==> src/rtl/change_dispenser.sv <==
// change_dispenser: pays change greedily as quarters, dimes, nickels,
// one coin at a time, tracking the stock of each coin tube.
//
// Ports:
//   clk, rst_n        clock, async active-low reset
//   req_valid/ready   change request handshake (ready only in IDLE)
//   req_amount        change to pay, cents
//   refill_valid/coin add one coin: 00 nickel, 01 dime, 10 quarter
//   eject_q/d/n       coin eject strobes, at most one high
//   busy, done        busy outside IDLE, done pulses at end of payout
//   shortfall         unpaid remainder, updated with done
//   q/d/n_count       tube stock
module change_dispenser #(
  parameter int AMT_W      = 9,
  parameter int CNT_W      = 8,
  parameter int INIT_COUNT = 10,
  parameter int PULSE_CYC  = 2,
  parameter int GAP_CYC    = 1
) (
  input  logic             clk,
  input  logic             rst_n,
  input  logic             req_valid,
  input  logic [AMT_W-1:0] req_amount,
  output logic             req_ready,
  input  logic             refill_valid,
  input  logic [1:0]       refill_coin,
  output logic             eject_q,
  output logic             eject_d,
  output logic             eject_n,
  output logic             busy,
  output logic             done,
  output logic [AMT_W-1:0] shortfall,
  output logic [CNT_W-1:0] q_count,
  output logic [CNT_W-1:0] d_count,
  output logic [CNT_W-1:0] n_count
);

  localparam int TMAX =
    (PULSE_CYC > GAP_CYC) ? PULSE_CYC : GAP_CYC;
  localparam int TW =
    (TMAX > 1) ? $clog2(TMAX) : 1;

  localparam logic [TW-1:0] P_LD =
    TW'(PULSE_CYC - 1);
  localparam logic [TW-1:0] G_LD =
    TW'((GAP_CYC > 0) ? GAP_CYC - 1 : 0);

  localparam logic [CNT_W-1:0] C_INIT =
    CNT_W'(INIT_COUNT);
  localparam logic [CNT_W-1:0] C_MAX = '1;

  localparam logic [AMT_W-1:0] V_Q = AMT_W'(25);
  localparam logic [AMT_W-1:0] V_D = AMT_W'(10);
  localparam logic [AMT_W-1:0] V_N = AMT_W'(5);

  typedef enum logic [2:0] {
    S_IDLE,
    S_SELECT,
    S_EJECT,
    S_GAP,
    S_DONE
  } state_t;

  state_t           r_state;
  logic [AMT_W-1:0] r_rem;
  logic [AMT_W-1:0] r_short;
  logic [TW-1:0]    r_tmr;
  logic             r_done;
  logic             r_busy;
  logic             r_ready;
  logic             r_ej_q;
  logic             r_ej_d;
  logic             r_ej_n;
  logic [CNT_W-1:0] r_q;
  logic [CNT_W-1:0] r_d;
  logic [CNT_W-1:0] r_n;

  logic             w_sel;
  logic             w_can_q;
  logic             w_can_d;
  logic             w_can_n;
  logic             w_pick_q;
  logic             w_pick_d;
  logic             w_pick_n;
  logic             w_pick;
  logic [AMT_W-1:0] w_val;
  logic             w_ref_q;
  logic             w_ref_d;
  logic             w_ref_n;

  assign w_sel   = (r_state == S_SELECT);
  assign w_can_q = (r_rem >= V_Q) && (r_q != '0);
  assign w_can_d = (r_rem >= V_D) && (r_d != '0);
  assign w_can_n = (r_rem >= V_N) && (r_n != '0);

  // Largest coin first; no backtracking.
  assign w_pick_q = w_sel && w_can_q;
  assign w_pick_d = w_sel && !w_can_q && w_can_d;
  assign w_pick_n = w_sel && !w_can_q && !w_can_d
                    && w_can_n;
  assign w_pick   = w_pick_q | w_pick_d | w_pick_n;

  always_comb begin
    w_val = '0;
    unique case (1'b1)
      w_pick_q: w_val = V_Q;
      w_pick_d: w_val = V_D;
      w_pick_n: w_val = V_N;
      default:  w_val = '0;
    endcase
  end

  assign w_ref_q = refill_valid
                   && (refill_coin == 2'b10);
  assign w_ref_d = refill_valid
                   && (refill_coin == 2'b01);
  assign w_ref_n = refill_valid
                   && (refill_coin == 2'b00);

  // A refill and a payout of the same tube in one
  // cycle cancel out.
  function automatic logic [CNT_W-1:0] f_next(
    input logic [CNT_W-1:0] c,
    input logic             inc,
    input logic             dec
  );
    logic [CNT_W-1:0] n;
    n = c;
    if (inc && !dec && (c != C_MAX))
      n = c + 1'b1;
    else if (dec && !inc)
      n = c - 1'b1;
    return n;
  endfunction

  always_ff @(posedge clk or negedge rst_n) begin
    if (!rst_n) begin
      r_q <= C_INIT;
      r_d <= C_INIT;
      r_n <= C_INIT;
    end else begin
      r_q <= f_next(r_q, w_ref_q, w_pick_q);
      r_d <= f_next(r_d, w_ref_d, w_pick_d);
      r_n <= f_next(r_n, w_ref_n, w_pick_n);
    end
  end

  always_ff @(posedge clk or negedge rst_n) begin
    if (!rst_n) begin
      r_state <= S_IDLE;
      r_rem   <= '0;
      r_short <= '0;
      r_tmr   <= '0;
      r_done  <= 1'b0;
      r_busy  <= 1'b0;
      r_ready <= 1'b1;
      r_ej_q  <= 1'b0;
      r_ej_d  <= 1'b0;
      r_ej_n  <= 1'b0;
    end else begin
      r_done <= 1'b0;
      unique case (r_state)
        S_IDLE: begin
          if (req_valid) begin
            r_rem   <= req_amount;
            r_busy  <= 1'b1;
            r_ready <= 1'b0;
            r_state <= S_SELECT;
          end
        end
        S_SELECT: begin
          if (w_pick) begin
            r_rem   <= r_rem - w_val;
            r_ej_q  <= w_pick_q;
            r_ej_d  <= w_pick_d;
            r_ej_n  <= w_pick_n;
            r_tmr   <= P_LD;
            r_state <= S_EJECT;
          end else begin
            r_short <= r_rem;
            r_done  <= 1'b1;
            r_state <= S_DONE;
          end
        end
        S_EJECT: begin
          if (r_tmr == '0) begin
            r_ej_q <= 1'b0;
            r_ej_d <= 1'b0;
            r_ej_n <= 1'b0;
            if (GAP_CYC == 0) begin
              r_state <= S_SELECT;
            end else begin
              r_tmr   <= G_LD;
              r_state <= S_GAP;
            end
          end else begin
            r_tmr <= r_tmr - 1'b1;
          end
        end
        S_GAP: begin
          if (r_tmr == '0)
            r_state <= S_SELECT;
          else
            r_tmr <= r_tmr - 1'b1;
        end
        S_DONE: begin
          r_busy  <= 1'b0;
          r_ready <= 1'b1;
          r_state <= S_IDLE;
        end
        default: begin
          r_busy  <= 1'b0;
          r_ready <= 1'b1;
          r_state <= S_IDLE;
        end
      endcase
    end
  end

  assign req_ready = r_ready;
  assign busy      = r_busy;
  assign done      = r_done;
  assign shortfall = r_short;
  assign eject_q   = r_ej_q;
  assign eject_d   = r_ej_d;
  assign eject_n   = r_ej_n;
  assign q_count   = r_q;
  assign d_count   = r_d;
  assign n_count   = r_n;

endmodule

==> config.mk <==
export PLATFORM = sky130hd
export DESIGN_NAME = change_dispenser
export DESIGN_NICKNAME = d
export VERILOG_FILES = /design/src/rtl/change_dispenser.sv
export SDC_FILE = /design/constraint.sdc
export NUM_CORES = 1
export LEC_CHECK = 0
export ABC_CLOCK_PERIOD_IN_PS = 8570
export BUFFER_PORTS_ARGS = -buffer_cell sky130_fd_sc_hd__buf_2
export CAP_MARGIN = 5
export CORE_ASPECT_RATIO = 0.6
export CORE_MARGIN = 4
export CORE_UTILIZATION = 58
export CTS_CLUSTER_SIZE = 10
export DETAILED_ROUTE_END_ITERATION = 8
export PLACE_DENSITY = 0.87
export SKIP_LAST_GASP = 1
export SLEW_MARGIN = 20
export SYNTH_ARGS = -nofsm -noshare
export SYNTH_HDL_FRONTEND = slang
export SYNTH_SLANG_ARGS = --single-unit
==> constraint.sdc <==
create_clock -name clk -period 8.57 [get_ports clk]
set_clock_uncertainty 0.1 [all_clocks]
set_input_delay 0.857 -clock clk [delete_from_list [all_inputs] [get_ports clk]]
set_output_delay 0.857 -clock clk [all_outputs]
set_load 0.1 [all_outputs]
==> flow_summary_export.csv <==
group,metric,value,unit
run_status,outcome,"finished, final reports clean",
cts,clockBufferDepth,2,
yosys,synth_top_family_by_area,"compound AO/OA/AOI/OAI gates",
yosys,synthTopCellsByCount,"dfrtp_1 (45), mux2_2 (27), a21oi_1 (25)",
yosys,synth.distinct_cells,58,
worst_setup_path,worstReg2RegStart,"r_rem[6]",
routing,route.detailed.drc,0,
yosys,synth_area_leaders,"dfrtp_1 (34%), mux2_2 (9.2%), ha_1 (8.7%)",
routing,wire_per_inst,16.1,um
placement,gp_congestion,0.900,
sta,final_hold_viol_count,0,
yosys,syn_inst,316,
grt,grt_pass1_vias,2672,
worst_setup_path,regToRegEndpoint,"d_count[7]",
sta,period_minus_slack,3.91,ns
sta,setup_viol,0,
yosys,ys.warnings.count,0,
worst_setup_path,cp.required,8.70,ns
routing,final_antenna_net_count,0,
routing,dr.pass1.iters,4,
finish,finish.utilization,0.705,
cts,holdBufCountCts,0,
yosys,synth_compound_area_frac,0.162,
placement,portBuffers,53,
worst_hold_path,hold_path.class,"reg -> reg",
sta,drv_slew,0,
worst_setup_path,rrSetupSlack,4.66,ns
die,start_util,0.625,
worst_setup_path,critPathMaxFanout,8,
cts,cts_sinks,52,
yosys,synth-simple-area-share,0.145,
routing,wl,7260,um
cts,cts_buffers,5,
die,io_pins,54,
grt,grt_antenna_before_repair,0,
worst_hold_path,holdCritStartpoint,"eject_d",
yosys,synth_edf_count,0,
cts,cts_tree,"done",
die,die_h,66.4,um
grt,grtUsageTotal,0.225,
sta,max_clock_freq,256,MHz
yosys,yosysTopAreaCell,"dfrtp_1",
yosys,synth_area,0.00330,sq mm
sta,worst_slew_pin_slew,0.837,ns
yosys,synth-xor-area-share,0.0557,
sta,rsz0062_at_grt,"no",
sta,slew_headroom,0.441,
worst_setup_path,reg2reg_depth,13,
die,rows,20,
yosys,ys_seq_elements,52,
die,core_area,0.00528,sq mm
finish,fin_nets,415,
finish,antenna_cells,0,
worst_hold_path,holdPathStages,1,
yosys,synth_top_area_share,0.341,
yosys,synth-main-ff-cell,"dfrtp_1",
routing,viasPerCell,5.84,
die,die_w,105,um
yosys,seq_area_frac_synth,0.397,
cts,cts_resized,0,
finish,drive_above_1_share,0.286,
yosys,syn_area_per_cell,10.4,sq um
routing,num_vias,2635,
worst_setup_path,critPathLaunchType,"flip-flop",
cts,htree_num_levels,2,
grt,grt_pass1_wl,12700,um
die,die_area,0.00700,sq mm
cts,clock_latency,0.30,ns
yosys,synthAdderAreaFrac,0.111,
worst_setup_path,arrival,4.04,ns
sta,tns,0,ns
grt,overflow,0,
grt,grt_max_degree,53,
cts,post-cts-setup-buffers,0,
yosys,yosysMostFrequentCell,"dfrtp_1",
cts,cts_root_buffer,"clkbuf_8",
sta,min_period_over_period,0.456,
yosys,synth_mux_area_frac,0.101,
flow_run,maxCapViolations,0,
cts,path_clk_slew,0.09,ns
worst_setup_path,path_class,"reg -> reg",
routing,drt-initial-drc-count,153,
worst_hold_path,min_to,"eject_d",
yosys,synth.net_count,358,
placement,hpwl,5580,um
yosys,synthArstFlopShare,1.00,
finish,syn_to_final_growth,12.7,%
worst_setup_path,end_kind,"flip-flop",
==> critical path: stages (launching register included) <==
cell	delay, ns
dfrtp_1	0.46
nor4_2	0.60
a32oi_1	0.30
nand3_1	0.23
inv_2	0.10
nor2_1	0.27
inv_1	0.22
ha_1	0.31
a21o_1	0.20
a211oi_1	0.24
nor2_1	0.10
o41ai_1	0.31
mux2i_1	0.26
xnor2_1	0.13
==> final cells by class <==
cell class	count	area, sq um
tap	77	96.3
clock inverter	1	5.00
fill	428	1560
inverter	14	52.6
multi-input combinational	245	1900
clock buffer	7	76.3
sequential	52	1310
timing repair buffer	55	280
==> cells by family after synthesis <==
logic type | after synthesis
compound gates | 78
xor+xnor | 21
fa+ha+maj | 27
buf+inv | 19
flops | 52
mux | 30
simple gates | 89
==> registers in the layout (all words and copies together) (netlist names) <==
signal	count
busy	1
d_count	8
done	1
eject_d	1
eject_n	1
eject_q	1
n_count	8
q_count	8
r_rem	9
r_state	3
r_tmr	1
req_ready	1
shortfall	9
==> per-stage QoR <==
| stage | hold slack (ns) | instances | area [sq um] | worst slack [ns] |
|---|---|---|---|---|
| floorplan | 0.373 | 316 | 3300 | 4.86 |
| global placement | 0.377 | 443 | 3640 | 4.88 |
| detailed placement | 0.391 | 443 | 3640 | 4.76 |
| CTS | 0.413 | 451 | 3720 | 4.72 |
| global route | 0.434 | 451 | 3720 | 4.44 |
| finish | 0.412 | 451 | 3720 | 4.66 |
==> per-layer routing <==
metal	share of wire	vias up	track usage	wire, um
li1	-	1288	-	-
met1	0.50	1263	0.326	3600
met2	0.45	79	0.360	3250
met3	0.051	5	0.0449	372
met4	0.0045	0	0.0311	33
met5	0	-	0	0
==> cells in the final DEF, fill, tap and decap left out, types with 3 or more instances in the layout <==
| master | netlist | routed |
|---|---|---|
| dfrtp_1 | 45 | 45 |
| buf_2 | 1 | 53 |
| o21ai_0 | 10 | 10 |
| a21o_1 | 10 | 10 |
| a211oi_1 | 4 | 4 |
| xnor2_1 | 13 | 13 |
| nor2_1 | 24 | 24 |
| a21oi_1 | 25 | 25 |
| nor3_1 | 9 | 9 |
| mux2_2 | 27 | 27 |
| ha_1 | 23 | 23 |
| nand3_1 | 5 | 5 |
| fa_1 | 4 | 4 |
| o22a_1 | 6 | 6 |
| dfstp_2 | 7 | 7 |
| nand2_1 | 11 | 11 |
| nor4_1 | 9 | 9 |
| xor2_1 | 8 | 8 |
| o21bai_1 | 4 | 4 |
| nand4_1 | 8 | 8 |
| clkbuf_8 | 0 | 5 |
| mux2i_1 | 3 | 3 |
| inv_1 | 13 | 13 |
| nor2b_1 | 5 | 5 |
| a31oi_1 | 3 | 3 |
==> worst max-delay path by stage <==
stage | from | end | slack (ns) | depth (start not counted)
6_report | r_rem[6] | d_count[7] | 4.66 | 13
5_1_grt | r_rem[6] | d_count[7] | 4.44 | 13
4_1_cts | r_rem[6] | d_count[7] | 4.72 | 13
3_5_place_dp | r_rem[6] | d_count[7] | 4.76 | 13
3_3_place_gp | r_rem[6] | d_count[7] | 4.88 | 13
2_1_floorplan | d_count[0] | d_count[7] | 4.86 | 13
Power is left out: the tool's default activity adds up to more than one toggle a clock period on the data nets, which glitch-free logic cannot reach.
